$ cat config.mk
export PLATFORM = sky130hd
export DESIGN_NAME = up_down_ctrl
export DESIGN_NICKNAME = d
export VERILOG_FILES = /design/src/rtl/up_down_ctrl_pkg.sv /design/src/rtl/btn_debounce.sv /design/src/rtl/up_down_ctrl.sv
export SDC_FILE = /design/constraint.sdc
export NUM_CORES = 1
export LEC_CHECK = 0
export ABC_CLOCK_PERIOD_IN_PS = 2000
export CAP_MARGIN = 40
export CORE_ASPECT_RATIO = 0.7
export CORE_MARGIN = 1.5
export CORE_UTILIZATION = 40
export CTS_CLUSTER_DIAMETER = 60
export DETAILED_ROUTE_END_ITERATION = 16
export PLACE_DENSITY = 0.67
export SYNTH_ARGS = -nofsm -noshare
export SYNTH_HDL_FRONTEND = slang
export SYNTH_SLANG_ARGS = --single-unit
$ cat constraint.sdc
create_clock -name CLK -period 2 [get_ports CLK]
set_input_delay 0.5 -clock CLK [delete_from_list [all_inputs] [get_ports CLK]]
set_output_delay 0.5 -clock CLK [all_outputs]
set_load 0.02 [all_outputs]
$ cat src/rtl/up_down_ctrl_pkg.sv
`default_nettype none
// ============================================================================
// Module      : up_down_ctrl_pkg
// Description : Shared types and defaults for the up/down counter control
//               front-end: run/stop FSM state encoding, default timing
//               parameters and a counter-width helper.
// Revision    : 1.0 - initial release
// ============================================================================
package up_down_ctrl_pkg;

    // Board-rate defaults: one count per second at 50 MHz, 20 ms debounce.
    localparam int DEF_TICK_DIV  = 50_000_000;
    localparam int DEF_DB_CYCLES = 1_000_000;

    typedef enum logic [1:0] {
        ST_STOP   = 2'd0,
        ST_RUN_UP = 2'd1,
        ST_RUN_DN = 2'd2
    } state_t;

    // Width of a counter that must hold 0..n-1. Never narrower than one bit
    // so that n = 1 (single-cycle debounce) still yields a legal vector.
    function automatic int cnt_width(input int n);
        return (n <= 2) ? 1 : $clog2(n);
    endfunction

endpackage
`default_nettype wire

$ cat src/rtl/btn_debounce.sv
`default_nettype none
// ============================================================================
// Module      : btn_debounce
// Description : Single pushbutton input path: 2-FF synchroniser, stability
//               debouncer and rising-edge press detector.
// Revision    : 1.0 - initial release
//
// Ports
//   CLK     in  clock, rising edge
//   RST     in  synchronous active-high reset
//   btn_raw in  raw asynchronous button, active high
//   level   out debounced button level
//   press   out one-cycle pulse on each 0->1 edge of the debounced level
// ============================================================================
module btn_debounce
    import up_down_ctrl_pkg::*;
#(
    parameter int DB_CYCLES = DEF_DB_CYCLES
) (
    input  logic CLK,
    input  logic RST,
    input  logic btn_raw,
    output logic level,
    output logic press
);

    localparam int            CW       = cnt_width(DB_CYCLES);
    localparam logic [CW-1:0] CNT_LAST = CW'(DB_CYCLES - 1);

    logic          sync1;
    logic          sync2;
    logic [1:0]    prime;
    logic          armed;
    logic          level_d;
    logic [CW-1:0] stab_cnt;

    // prime marks when sync2 holds a genuinely sampled value rather than its
    // reset value. The press detector is armed only after a real released
    // sample has been seen, so a button held through reset cannot produce a
    // press until it is let go and pressed again.
    always_ff @(posedge CLK) begin
        if (RST) begin
            sync1    <= 1'b0;
            sync2    <= 1'b0;
            prime    <= 2'b00;
            armed    <= 1'b0;
            level    <= 1'b0;
            level_d  <= 1'b0;
            stab_cnt <= '0;
        end else begin
            sync1   <= btn_raw;
            sync2   <= sync1;
            prime   <= {prime[0], 1'b1};
            level_d <= level;

            if (prime[1] && !sync2) begin
                armed <= 1'b1;
            end

            // Level follows sync2 only after DB_CYCLES consecutive cycles of
            // disagreement; any agreeing cycle restarts the count.
            if (sync2 != level) begin
                if (stab_cnt == CNT_LAST) begin
                    level    <= sync2;
                    stab_cnt <= '0;
                end else begin
                    stab_cnt <= stab_cnt + CW'(1);
                end
            end else begin
                stab_cnt <= '0;
            end
        end
    end

    assign press = level & ~level_d & armed;

endmodule
`default_nettype wire

$ cat src/rtl/up_down_ctrl.sv
`default_nettype none
// ============================================================================
// Module      : up_down_ctrl
// Description : Control front-end for the 4-bit up/down counter. Debounces
//               three pushbuttons, runs a STOP/RUN_UP/RUN_DN state machine
//               and divides the clock down to a one-cycle count strobe.
// Revision    : 1.0 - initial release
//
// Ports
//   CLK      in  sole clock, rising edge
//   RST      in  synchronous active-high reset
//   BTN_UP   in  raw button: run upwards
//   BTN_DN   in  raw button: run downwards
//   BTN_HOLD in  raw button: stop / resume last direction
//   UP       out registered count direction, 1 = up
//   TICK     out registered one-cycle count-enable strobe
//   RUN      out registered, high while counting
// ============================================================================
module up_down_ctrl
    import up_down_ctrl_pkg::*;
#(
    parameter int TICK_DIV  = DEF_TICK_DIV,
    parameter int DB_CYCLES = DEF_DB_CYCLES
) (
    input  logic CLK,
    input  logic RST,
    input  logic BTN_UP,
    input  logic BTN_DN,
    input  logic BTN_HOLD,
    output logic UP,
    output logic TICK,
    output logic RUN
);

    localparam int            TW       = cnt_width(TICK_DIV);
    localparam logic [TW-1:0] DIV_LAST = TW'(TICK_DIV - 1);

    logic          press_up;
    logic          press_dn;
    logic          press_hold;
    logic [2:0]    unused_level;

    state_t        state;
    state_t        state_nx;
    logic          last_up;
    logic          last_up_nx;
    logic [TW-1:0] div_cnt;

    btn_debounce #(.DB_CYCLES(DB_CYCLES)) u_db_up (
        .CLK     (CLK),
        .RST     (RST),
        .btn_raw (BTN_UP),
        .level   (unused_level[0]),
        .press   (press_up)
    );

    btn_debounce #(.DB_CYCLES(DB_CYCLES)) u_db_dn (
        .CLK     (CLK),
        .RST     (RST),
        .btn_raw (BTN_DN),
        .level   (unused_level[1]),
        .press   (press_dn)
    );

    btn_debounce #(.DB_CYCLES(DB_CYCLES)) u_db_hold (
        .CLK     (CLK),
        .RST     (RST),
        .btn_raw (BTN_HOLD),
        .level   (unused_level[2]),
        .press   (press_hold)
    );

    // HOLD outranks direction buttons; UP and DN together cancel out.
    always_comb begin
        state_nx   = state;
        last_up_nx = last_up;
        if (press_hold) begin
            if (state == ST_STOP) begin
                state_nx = last_up ? ST_RUN_UP : ST_RUN_DN;
            end else begin
                state_nx = ST_STOP;
            end
        end else if (press_up && !press_dn) begin
            state_nx   = ST_RUN_UP;
            last_up_nx = 1'b1;
        end else if (press_dn && !press_up) begin
            state_nx   = ST_RUN_DN;
            last_up_nx = 1'b0;
        end
    end

    // Outputs are registered from the next-state so they move on the same
    // edge as the state. The divider restarts on every state change and the
    // strobe is forced low on that edge, so a direction change and a TICK
    // never reach the counter together.
    always_ff @(posedge CLK) begin
        if (RST) begin
            state   <= ST_STOP;
            last_up <= 1'b1;
            div_cnt <= '0;
            UP      <= 1'b1;
            RUN     <= 1'b0;
            TICK    <= 1'b0;
        end else begin
            state   <= state_nx;
            last_up <= last_up_nx;
            UP      <= (state_nx == ST_RUN_UP) ||
                       ((state_nx == ST_STOP) && last_up_nx);
            RUN     <= (state_nx != ST_STOP);

            if ((state_nx != state) || (state_nx == ST_STOP)) begin
                div_cnt <= '0;
                TICK    <= 1'b0;
            end else if (div_cnt == DIV_LAST) begin
                div_cnt <= '0;
                TICK    <= 1'b1;
            end else begin
                div_cnt <= div_cnt + TW'(1);
                TICK    <= 1'b0;
            end
        end
    end

endmodule
`default_nettype wire

After elaboration in Yosys (flattened, before gate mapping)
Cells that the tools add are included.
Storage, ports and cells
  register bits: 113
  input bits: 5
  logic and storage cells: 91
Operators by class
  add/subtract/negate cells: 4
  equality and inequality tests: 9
  mux-type cells: 12
  bitwise gates (word level): 12
  reductions and logical operators: 24
Operators with widths (number)
  20-bit by 1-bit adder with 20-bit output, second input constant: 3
  20-bit equality test, second input constant: 3
  26-bit by 1-bit adder with 26-bit output, second input constant: 1
  26-bit equality test, second input constant: 1
  3-bit OR reduction: 4
  2-bit two-way mux: 5
  1-bit two-way mux: 7
  1-bit bitwise AND: 6
  1-bit logical AND: 6
  1-bit inverter: 6
  2-bit AND reduction: 3
  1-bit logical NOT: 5
  2-bit logical NOT: 2
  1-bit inequality test: 3
  2-bit by 1-bit equality test with 1-bit output, second input constant: 1
  1-bit logical OR: 2
  2-bit inequality test: 1
  2-bit nonzero test: 1
  2-bit OR reduction: 1

Longest topological paths before layout
Gate-level depths: netlist (run 1).
  depth after elaboration: 11
  mapped depth: 7
  mapped depth without buffers: 6

Cells and area by module
Synthesis (run 1) repeated with hierarchy kept, for this count alone.
Unflattened totals
  cells, all modules: 568
  area, all modules: 5365.1 µm²
By module, submodules not included
  btn_debounce: instances 3, cells each 132, area each 1290.0 µm²
  up_down_ctrl: instances 1, cells each 172, area each 1495.2 µm²

Worst setup path before layout (run 1)
Ideal clock, no wire load.
  path type: register -> register
  start point: register u_db_dn.stab_cnt[10]
  end point: register u_db_dn.stab_cnt[12]
  setup time: 115 ps
  arrival: 1668 ps
  data required time: 1885 ps
  path slack: 216 ps
  stages on the path, launching flop included: 7
  path through: dfxtp_1 -> or4b_1 -> nor4_2 -> nand4_2 -> nand2_4 -> buf_12 -> nor2_2
Between the ends
  cells in the longest elaborated chain, start to end: 2
RTL lines
  from (decl): line btn_debounce.sv:35  | logic [CW-1:0] stab_cnt;
  from (signal assigned): line btn_debounce.sv:67  | stab_cnt <= stab_cnt + CW'(1);
  parallel branches: the longest is 2 deep, another holds 20-bit by 1-bit adder with 20-bit output
Several ways; the timed one is not identified.
A chain may end at the register's enable or synchronous reset.

Worst setup path after layout (run 1)
  start point: register u_db_dn.stab_cnt[10]
  end point: register u_db_dn.stab_cnt[5]
Between the ends
  cells in the longest elaborated chain, start to end: 2
RTL lines
  20-bit equality test: line btn_debounce.sv:63  | if (stab_cnt == CNT_LAST) begin
  3-bit OR reduction (no line)
No other way between the ends.

==> flow_metrics.tcl, run 1 <==
set metrics [dict create \
    fmax_mhz 528 \
    final_cell_mix "109 x dfxtp_1, 101 x nor2_1, 47 x xor2_1" \
    skew_ns 0.00754 \
    synth_ff_type "dfxtp_1" \
    port_buffers 7 \
    clk_pin_slew_ns 0.07 \
    syn-mean-instance-area_um2 9.00 \
    num_rows 32 \
    synth_top_area_share_pct 47.4 \
    total_power_mw 3.86 \
    layout.nets 554 \
    drv_cap 0 \
    synth_top_cells_by_area "dfxtp_1 47%, xor2_1 8.9%, nor2_1 8.2%" \
    gr-total-overflow 0 \
    crit_path_max_fanout 19 \
    h-tree-depth 3 \
    grt_pass1_vias 3263 \
    placeableCoreArea_mm2 0.0111 \
    required_ns 2.23 \
    dr_total_vias 3499 \
    synth_top_area_cell "dfxtp_1" \
    crit_path_start_kind "register" \
    tns_ns 0 \
    vdd_drop_max_mv 0.441 \
    drc 0 \
    syn_nets 520 \
    layout-drive-gt1-share_pct 12.2 \
    antenna_found_initial 0 \
    num_io_pins 8 \
    path_class "reg2reg" \
    worst_pin_slew_ns 0.442 \
    totalWireLength_um 8710 \
    p_leak_nw 1.75 \
    yosysWarnings 0 \
    max_slew_margin_pct 70.5 \
    dpl.hpwl_um 5880 \
    max_stage_delay_ns 0.54 \
    crit_chain "or4b_1, nor4_2, nand4_2, nand2_8, nor2_1" \
    cts_tree "done" \
    end_kind "register" \
    clock-root-buffer "clkbuf_16" \
    cts-buffers-inserted 9 \
    hold_viol_final 0 \
    crit_buf_inv 0 \
    postCtsResizedCells 0 \
    drt-initial-drc-count 220 \
    status "completed" \
    critPathArrivalTime_ns 2.12 \
    viasPerCell 4.99 \
    diodes 0 \
    detail-route-antenna-nets 0 \
    die_h_um 92.7 \
    synth_cell_types 46 \
    post_cts.repair.setup_buffers 0 \
    grt_pass1_wl_um 14800 \
    syn_area_mm2 0.00460 \
    postCtsHoldBufs 0 \
    clockBufferDepth 2 \
    gp_congestion 0.816 \
    wire_per_inst_um 12.4 \
    num-fill-cells 1057 \
    grt_max_degree 21 \
    final.min_clock_period_ns 1.89 \
    async_flop_share_pct 0 \
    clkLatencyLatePin_ns 0.34 \
    drv_slew 0 \
    die_width_um 131 \
    ff_latch_area_mm2 0.00218 \
    crit_family "simple AND/OR/NAND/NOR gates" \
    track_usage_pct 14.8 \
    die_area_mm2 0.0122 \
    syn-instance-count 511 \
    cpMaxStageDelayCell "or4b_1" \
    ys_ff_latch 109 \
    dr.pass1.iters 5 \
    synth.yosys.seq_area_share_pct 47.4 \
    power.density_mw_per_mm2 724 \
    start_util_pct 41.5 \
    hp-class "reg2reg" \
    multi_input_comb_area_mm2 0.00234 \
    area_growth_pct 15.9 \
    synth-edff-count 0 \
    period_share_pct 94.7 \
    final_common_cell "dfxtp_1" \
    setup_violations 0 \
    cts.sinks 109 \
]
[per-stage QoR]
stage	hold WS (ns)	setup slack [ns]	cells	utilization [%]	cell area [um^2]
finish	0.447	0.106	701	48.1	5330
floorplan	0.414	0.216	511	-	4600
detailed placement	0.430	-0.0363	686	45.2	5020
CTS	0.451	0.0391	700	47.6	5280
global placement	0.425	0.0474	686	45.2	5020
global route	0.454	-0.0144	701	48.1	5330
[sequential cells by signal, indices dropped and copies added (netlist names), 2 cells and up]
| signal | count |
|---|---|
| div_cnt | 26 |
| state | 2 |
| u_db_dn.stab_cnt | 20 |
| u_db_hold.stab_cnt | 20 |
| u_db_up.prime | 2 |
| u_db_up.stab_cnt | 20 |
[logic make-up after synthesis]
| group | after synthesis | synth area share (%) |
|---|---|---|
| flops | 109 | 47.4 |
| buf+inv | 26 | 2.75 |
| fa+ha+maj | 6 | 1.52 |
| mux | 3 | 0.653 |
| xor+xnor | 80 | 15.2 |
| compound gates | 17 | 2.39 |
| simple gates | 270 | 30.0 |
[cell type report]
cell class	instances	area share [%]
inverter	14	0.985
timing repair buffer	34	5.58
clock inverter	2	0.188
multi-input combinational	377	43.9
clock buffer	12	4.81
sequential	109	40.9
tap	153	3.59
[worst register-to-register path: stages (launching register included)]
cell     delay [ns]
dfxtp_1        0.36
or4b_1         0.54
nor4_2         0.33
nand4_2        0.25
nand2_8        0.23
nor2_1         0.07
[Yosys cell counts, types with 2 or more instances]
master	count
a21o_1	2
a21oi_1	6
and3_1	9
and3_2	2
and3b_1	3
and4_1	4
buf_2	4
buf_4	2
clkbuf_1	5
dfxtp_1	109
ha_1	4
inv_1	14
maj3_1	2
mux2i_1	3
nand2_1	31
nand3_1	31
nand3b_1	4
nand4_1	21
nand4_2	2
nor2_1	101
nor2_2	10
nor2b_1	10
nor3_1	13
nor4_1	11
or2_2	3
or3_1	3
or4_1	3
or4b_1	3
xnor2_1	33
xor2_1	47
[final timing paths]
kind,start,endpoint,slack [ns],cells past startpoint
setup / recovery,u_db_dn.stab_cnt[10],u_db_dn.stab_cnt[5],0.11,5
hold / removal,u_db_dn.sync1,u_db_dn.sync2,0.45,1
setup reg to reg,u_db_dn.stab_cnt[10],u_db_dn.stab_cnt[5],0.11,5
hold reg to reg,u_db_dn.sync1,u_db_dn.sync2,0.45,1
[report_power, final]
group	internal, mW	switching (mW)
sequential	2.18	0.00821
combinational	0.0260	0.0289
clock	0.895	0.719
total	3.10	0.756
[metal layers]
layer | vias to the layer above | part of all wire, % | track usage (%)
li1 | 1796 | - | -
met1 | 1659 | 52 | 19.7
met2 | 42 | 44 | 23.4
met3 | 2 | 2.9 | 4.16
met4 | 0 | 0.44 | 4.68
met5 | - | 0 | 0
No activity file was read; power rests on OpenSTA's default activity.
==> run 2, diff against run 1 <==
- CORE_UTILIZATION: 40 -> 55
- PLACE_DENSITY: 0.67 -> 0.84
==> flow_metrics.tcl, run 2 (synthesized netlist as in run 1, its figures left out) <==
set metrics [dict create \
    status "completed" \
    antenna_found_initial 0 \
    track_usage_pct 21.2 \
    period_share_pct 95.4 \
    largest_register_ffs 26 \
    drv_cap 0 \
    clkLatencyLatePin_ns 0.35 \
    required_ns 2.24 \
    placeableCoreArea_mm2 0.00797 \
    end_kind "register" \
    port_buffers 7 \
    area_growth_pct 14.5 \
    path_class "reg2reg" \
    h-tree-depth 3 \
    worst_pin_slew_ns 0.383 \
    p_leak_nw 1.76 \
    holdWs_ns 0.439 \
    drt-initial-drc-count 160 \
    total_power_mw 3.85 \
    post_cts.repair.setup_buffers 0 \
    die_area_mm2 0.00893 \
    setup_violations 0 \
    max_slew_margin_pct 74.4 \
    layout.nets 555 \
    final.min_clock_period_ns 1.91 \
    dpl.cell_count 636 \
    final_common_cell "dfxtp_1" \
    diodes 0 \
    dr_total_vias 3505 \
    clk_pin_slew_ns 0.07 \
    wire_per_inst_um 13.1 \
    grt_max_degree 21 \
    tns_ns 0 \
    crit_path_start_kind "register" \
    fin_area_mm2 0.00527 \
    postPlaceCellArea_mm2 0.00498 \
    largest_register "div_cnt" \
    rsz0062_at_grt "no" \
    num_rows 27 \
    final_cell_mix "109 x dfxtp_1, 101 x nor2_1, 47 x xor2_1" \
    grt_pass1_vias 3408 \
    hold_viol_final 0 \
    dpl.hpwl_um 5920 \
    grt_pass1_wl_um 15100 \
    drv_slew 0 \
    clock-root-buffer "clkbuf_16" \
    instances_no_fill 652 \
    die_h_um 79.5 \
    totalWireLength_um 8510 \
    hp-class "reg2reg" \
    layout-drive-gt1-share_pct 12.2 \
    dr.pass1.iters 4 \
    cts.sinks 109 \
    critPathArrivalTime_ns 2.15 \
    skew_ns 0.00692 \
    die_width_um 112 \
    vdd_drop_max_mv 0.592 \
    clockBufferDepth 2 \
    viasPerCell 5.38 \
    gp_congestion 0.824 \
    num_io_pins 8 \
    cts-buffers-inserted 9 \
    cts_tree "done" \
    start_util_pct 57.7 \
    gr-total-overflow 0 \
    detail-route-antenna-nets 0 \
    crit_path_max_fanout 19 \
    fmax_mhz 524 \
    drc 0 \
    power.density_mw_per_mm2 731 \
]
-- run 2: changes by cell type in the layout (fill, tap and decap cells not counted), sizes merged --
cell      change
clkinv        +1
nand4         -1
inv           +1
clkbuf        -1
clkinvlp      +1
buf           +2
-- run 2: area by class of cell --
cell class	instances	area (um^2)
clock buffer	11	233
clock inverter	5	35.0
fill	602	2710
inverter	14	52.6
multi-input combinational	376	2310
sequential	109	2180
tap	101	126
timing repair buffer	36	325
-- run 2: critical path: stages, from the launching register on --
cell and delay (ns):
dfxtp_1 0.35, or4b_1 0.55, nor4_2 0.33, nand4_2 0.26, nand2_8 0.24, nor2_1 0.07
-- run 2: where the power goes --
| part | leakage [nW] | switching [mW] | internal [mW] |
|---|---|---|---|
| sequential | 0.880 | 0.00868 | 2.18 |
| combinational | 0.749 | 0.0279 | 0.0264 |
| clock | 0.130 | 0.760 | 0.847 |
| total | 1.76 | 0.797 | 3.06 |
-- run 2: final timing paths --
path	end	slack [ns]	cells past startpoint	startpoint
worst max-delay path	u_db_dn.stab_cnt[8]	0.09	5	u_db_dn.stab_cnt[11]
worst min-delay path	u_db_up.prime[1]	0.44	1	u_db_up.prime[0]
worst max register to register	u_db_dn.stab_cnt[8]	0.09	5	u_db_dn.stab_cnt[11]
worst min register to register	u_db_up.prime[1]	0.44	1	u_db_up.prime[0]
-- run 2: metrics by stage --
| stage | util (%) | worst slack (ns) |
|---|---|---|
| floorplan | - | 0.216 |
| global placement | 62.4 | 0.0984 |
| detailed placement | 62.4 | 0.0907 |
| CTS | 65.8 | 0.0452 |
| global route | 66.1 | 0.00413 |
| finish | 66.1 | 0.0912 |
-- run 2: metal layers --
| layer | global-route usage [%] | vias up | wire (um) |
|---|---|---|---|
| met1 | 25.5 | 1641 | 4040 |
| met4 | 7.72 | 0 | 133 |
| met5 | 0 | - | 0 |
| met2 | 36.4 | 59 | 4030 |
| met3 | 6.15 | 13 | 304 |
| li1 | - | 1792 | - |
-- run 2: repair_timing --
action	in CTS	in global routing
hold buffers	0	0
gates resized for setup	0	3
setup endpoints to repair	0	44
endpoints found under the hold margin	0	0
==> run 3, diff against run 2 <==
- ABC_CLOCK_PERIOD_IN_PS: 2000 -> 2400
- clock period: 2 -> 2.4 ns (I/O delays scaled with it)
==> flow_metrics.tcl, run 3 (synthesized netlist as in run 1, its figures left out) <==
set metrics [dict create \
    hold_viol_final 0 \
    num-fill-cells 636 \
    die_area_mm2 0.00893 \
    gr-total-overflow 0 \
    critPathArrivalTime_ns 2.41 \
    rsz0062_at_grt "no" \
    track_usage_pct 20.2 \
    holdPathEnd "u_db_dn.sync2" \
    drv_cap 0 \
    layout.nets 533 \
    setup_violations 0 \
    largest_register_ffs 26 \
    path_class "reg2reg" \
    rrSetupSlack_ns 0.19 \
    final_common_cell "dfxtp_1" \
    grt_pass1_wl_um 14500 \
    clockBufferDepth 2 \
    crit_family "simple AND/OR/NAND/NOR gates" \
    antenna_found_initial 0 \
    num_rows 27 \
    postCtsHoldBufs 0 \
    worst_pin_slew_ns 0.651 \
    fmax_mhz 453 \
    port_buffers 7 \
    wire_per_inst_um 13.2 \
    drc 0 \
    final_cell_mix "109 x dfxtp_1, 101 x nor2_1, 47 x xor2_1" \
    instances_no_fill 629 \
    final.min_clock_period_ns 2.21 \
    cts.sinks 109 \
    dr.pass1.iters 4 \
    gp_congestion 0.798 \
    cts_tree "done" \
    clock-root-buffer "clkbuf_16" \
    crit_buf_inv 0 \
    largest_register "div_cnt" \
    tns_ns 0 \
    end_kind "register" \
    area_growth_pct 10.5 \
    crit_path_max_fanout 20 \
    postPlaceCellArea_mm2 0.00478 \
    layout-drive-gt1-share_pct 8.52 \
    crit_chain "and4_1, nand3_1, nor4_1, or3_1, nor2_1" \
    h-tree-depth 3 \
    worstRegToRegCells 5 \
    hold_path_depth 1 \
    placeableCoreArea_mm2 0.00797 \
    detail-route-antenna-nets 0 \
    r2r-start "u_db_up.stab_cnt[3]" \
    drt-initial-drc-count 155 \
    p_leak_nw 1.64 \
    skew_ns 0.00615 \
    dr_total_vias 3450 \
    grt_max_degree 21 \
    max_stage_delay_ns 0.60 \
    cts-buffers-inserted 9 \
    crit_path_start_kind "register" \
    die_width_um 112 \
    num_io_pins 8 \
    dpl.hpwl_um 5760 \
    drv_slew 0 \
    totalWireLength_um 8310 \
    crit-reg2reg-capture "u_db_up.stab_cnt[6]" \
    die_h_um 79.5 \
    status "completed" \
    hp-class "reg2reg" \
    required_ns 2.60 \
    post_cts.repair.setup_buffers 0 \
    hp-start "u_db_dn.sync1" \
    cpMaxStageDelayCell "or3_1" \
    vdd_drop_max_mv 0.541 \
    fin_area_mm2 0.00508 \
    power.density_mw_per_mm2 662 \
    max_slew_margin_pct 56.6 \
    total_power_mw 3.37 \
    clk_pin_slew_ns 0.07 \
    viasPerCell 5.48 \
    diodes 0 \
    period_share_pct 92.1 \
    dpl.cell_count 614 \
    grt_pass1_vias 3263 \
    start_util_pct 57.7 \
    clkLatencyLatePin_ns 0.34 \
]
## run 3: metal layers
metal  GRT usage (%)  vias to the layer above  share of wire, %
met5               0                        -                 0
met4            7.22                        0               1.4
met3            5.62                       14               3.8
met2            33.9                       63                46
met1            25.2                     1616                49
li1                -                     1757                 -
## run 3: where the power goes
part | internal [mW] | leakage (nW) | total (mW) | switching, mW
Clock | 0.867 | 0.149 | 1.50 | 0.633
Combinational | 0.0165 | 0.615 | 0.0386 | 0.0221
Sequential | 1.82 | 0.880 | 1.83 | 0.00788
## run 3: what timing repair did
action | 4_1_cts | 5_1_grt
gates resized for setup | 0 | 1
endpoints found under the setup margin | 0 | 20
hold endpoints to repair | 0 | 0
## run 3: how the worst max path moves through the flow
stage	slack [ns]	from	cells after the start	to
floorplan	0.62	u_db_dn.stab_cnt[10]	6	u_db_dn.stab_cnt[12]
global placement	0.19	u_db_hold.stab_cnt[11]	5	u_db_hold.stab_cnt[6]
detailed placement	0.18	u_db_hold.stab_cnt[11]	5	u_db_hold.stab_cnt[2]
CTS	0.02	u_db_hold.stab_cnt[11]	5	u_db_hold.stab_cnt[9]
global route	0.07	u_db_hold.stab_cnt[2]	6	u_db_hold.stab_cnt[15]
finish	0.19	u_db_up.stab_cnt[3]	5	u_db_up.stab_cnt[6]
## run 3: cell type report
| type | instances | area [um^2] | share of cell area [%] |
|---|---|---|---|
| multi-input combinational | 376 | 2290 | 45.1 |
| sequential | 109 | 2180 | 42.9 |
| clock buffer | 11 | 253 | 4.97 |
| tap | 101 | 126 | 2.49 |
| timing repair buffer | 14 | 123 | 2.41 |
| clock inverter | 4 | 55.1 | 1.08 |
| inverter | 14 | 52.6 | 1.03 |
## run 3: stage by stage
stage | hold slack [ns] | setup slack [ns] | util (%)
2_1_floorplan | 0.414 | 0.616 | -
3_3_place_gp | 0.420 | 0.191 | 59.9
3_5_place_dp | 0.432 | 0.179 | 59.9
4_1_cts | 0.443 | 0.0247 | 63.8
5_1_grt | 0.459 | 0.0668 | 63.8
6_report | 0.441 | 0.190 | 63.8
==> RTL change: new RTL, settings of run 2 <==
Re-encode `state_t` (3 states) as one-hot, 3 bits wide.
--- a/src/rtl/up_down_ctrl_pkg.sv
+++ b/src/rtl/up_down_ctrl_pkg.sv
@@ -14,6 +14,6 @@
 
-    typedef enum logic [1:0] {
-        ST_STOP   = 2'd0,
-        ST_RUN_UP = 2'd1,
-        ST_RUN_DN = 2'd2
+    typedef enum logic [2:0] {
+        ST_STOP   = 3'b001,
+        ST_RUN_UP = 3'b010,
+        ST_RUN_DN = 3'b100
     } state_t;
Check against the original RTL: same outputs for any inputs over 10 cycles, from zero or initial values and one cycle with RST high; not proved beyond that.
==> RTL change against run 2 <==
- power grew 3.9%
- wire length rose by 25%
- cell area grew 12%
- largest power group unchanged
- fmax fell by 1.8%
- clock skew up 0.0040 ns
- highest routed layer unchanged
- synthesized cell count grew 9.4%
- sequential cell count is 1 higher
- synthesized area is 11% higher
- critical path depth grew 2
- worst setup slack got worse by 0.034 ns
==> RTL change: results (changes against run 2) <==
stage	metric	value	unit	change
outcome	outcome	finished clean		unchanged
worst_setup_path	critPathArrivalTime	2.19	ns	was 2.15 ns
placed_design	place_congestion	0.800		was 0.824
pwr	powerClk	1730	µW	was 1610 µW
worst_setup_path	critPathTopFamily	compound AO/OA/AOI/OAI gates		was simple AND/OR/NAND/NOR gates
route	dr_wl_met3	379	µm	was 304 µm
final_layout	drive_above_1_share	16.9	%	was 12.2%
logic_synthesis	synth_common_cells	110 x dfxtp_1, 77 x nor2_1, 42 x xnor2_1		was 109 x dfxtp_1, 101 x nor2_1, 47 x xor2_1
global_route	grt_pass1_vias	3914		was 3408
worst_setup_path	ff2ff_path_depth	7		was 5
route	totalWireLength	10700	µm	was 8510 µm
global_route	use_met2	36.7	%	was 36.4%
route	drt_iter0_markers	220		was 160
pwr	switchingPower	900	µW	was 797 µW
placed_design	dpl.hpwl	6840	µm	was 5920 µm
sta	worst_pin_slew	0.603	ns	was 0.383 ns
pwr	peakVddDrop	0.447	mV	was 0.592 mV
logic_synthesis	syn-num-nets	568		was 520
clock_network	postCtsResizedCells	2		was 0
logic_synthesis	synth.mux.area_fraction	0.588	%	was 0.653%
global_route	grt_pass1_wl	17800	µm	was 15100 µm
route	wl_met2	5190	µm	was 4030 µm
pwr	power_frac_seq	55.2	%	was 56.9%
worst_setup_path	path_max_fanout	9		was 19
logic_synthesis	netlist_instances	559		was 511
logic_synthesis	synth_xor_area_share	11.8	%	was 15.2%
route	first_pass_iters	5		was 4
global_route	grt_max_degree	28		was 21
worst_setup_path	critPathMaxStageDelay	0.38	ns	was 0.55 ns
logic_synthesis	synth_compound_area_share	10.4	%	was 2.39%
placed_design	post_dp_cell_area	5470	µm²	was 4980 µm²
pwr	power.leakage	0.00192	µW	was 0.00176 µW
global_route	use_met3	5.87	%	was 6.15%
logic_synthesis	synth_fa_ha_area_share	0.980	%	was 1.52%
route	drt-met1-wl	4830	µm	was 4040 µm
[RTL change: cell type report]
class | count | share of cell area, %
flip-flops and latches | 110 | 37.3
clock inverters | 7 | 1.12
clock buffers | 9 | 3.81
multi-input cells | 410 | 46.8
inverters | 17 | 1.08
well taps | 124 | 2.62
repair buffers | 51 | 7.24
[RTL change: worst paths after layout]
check	startpoint	endpoint	slack [ns]
worst max-delay path	u_db_up.level_d$_SDFF_PP0_	div_cnt[25]$_SDFF_PP0_	0.06
worst min-delay path	u_db_dn.stab_cnt[0]$_SDFF_PP0_	u_db_dn.stab_cnt[0]$_SDFF_PP0_	0.44
worst max register to register	u_db_up.level_d$_SDFF_PP0_	div_cnt[25]$_SDFF_PP0_	0.06
worst min register to register	u_db_dn.stab_cnt[0]$_SDFF_PP0_	u_db_dn.stab_cnt[0]$_SDFF_PP0_	0.44
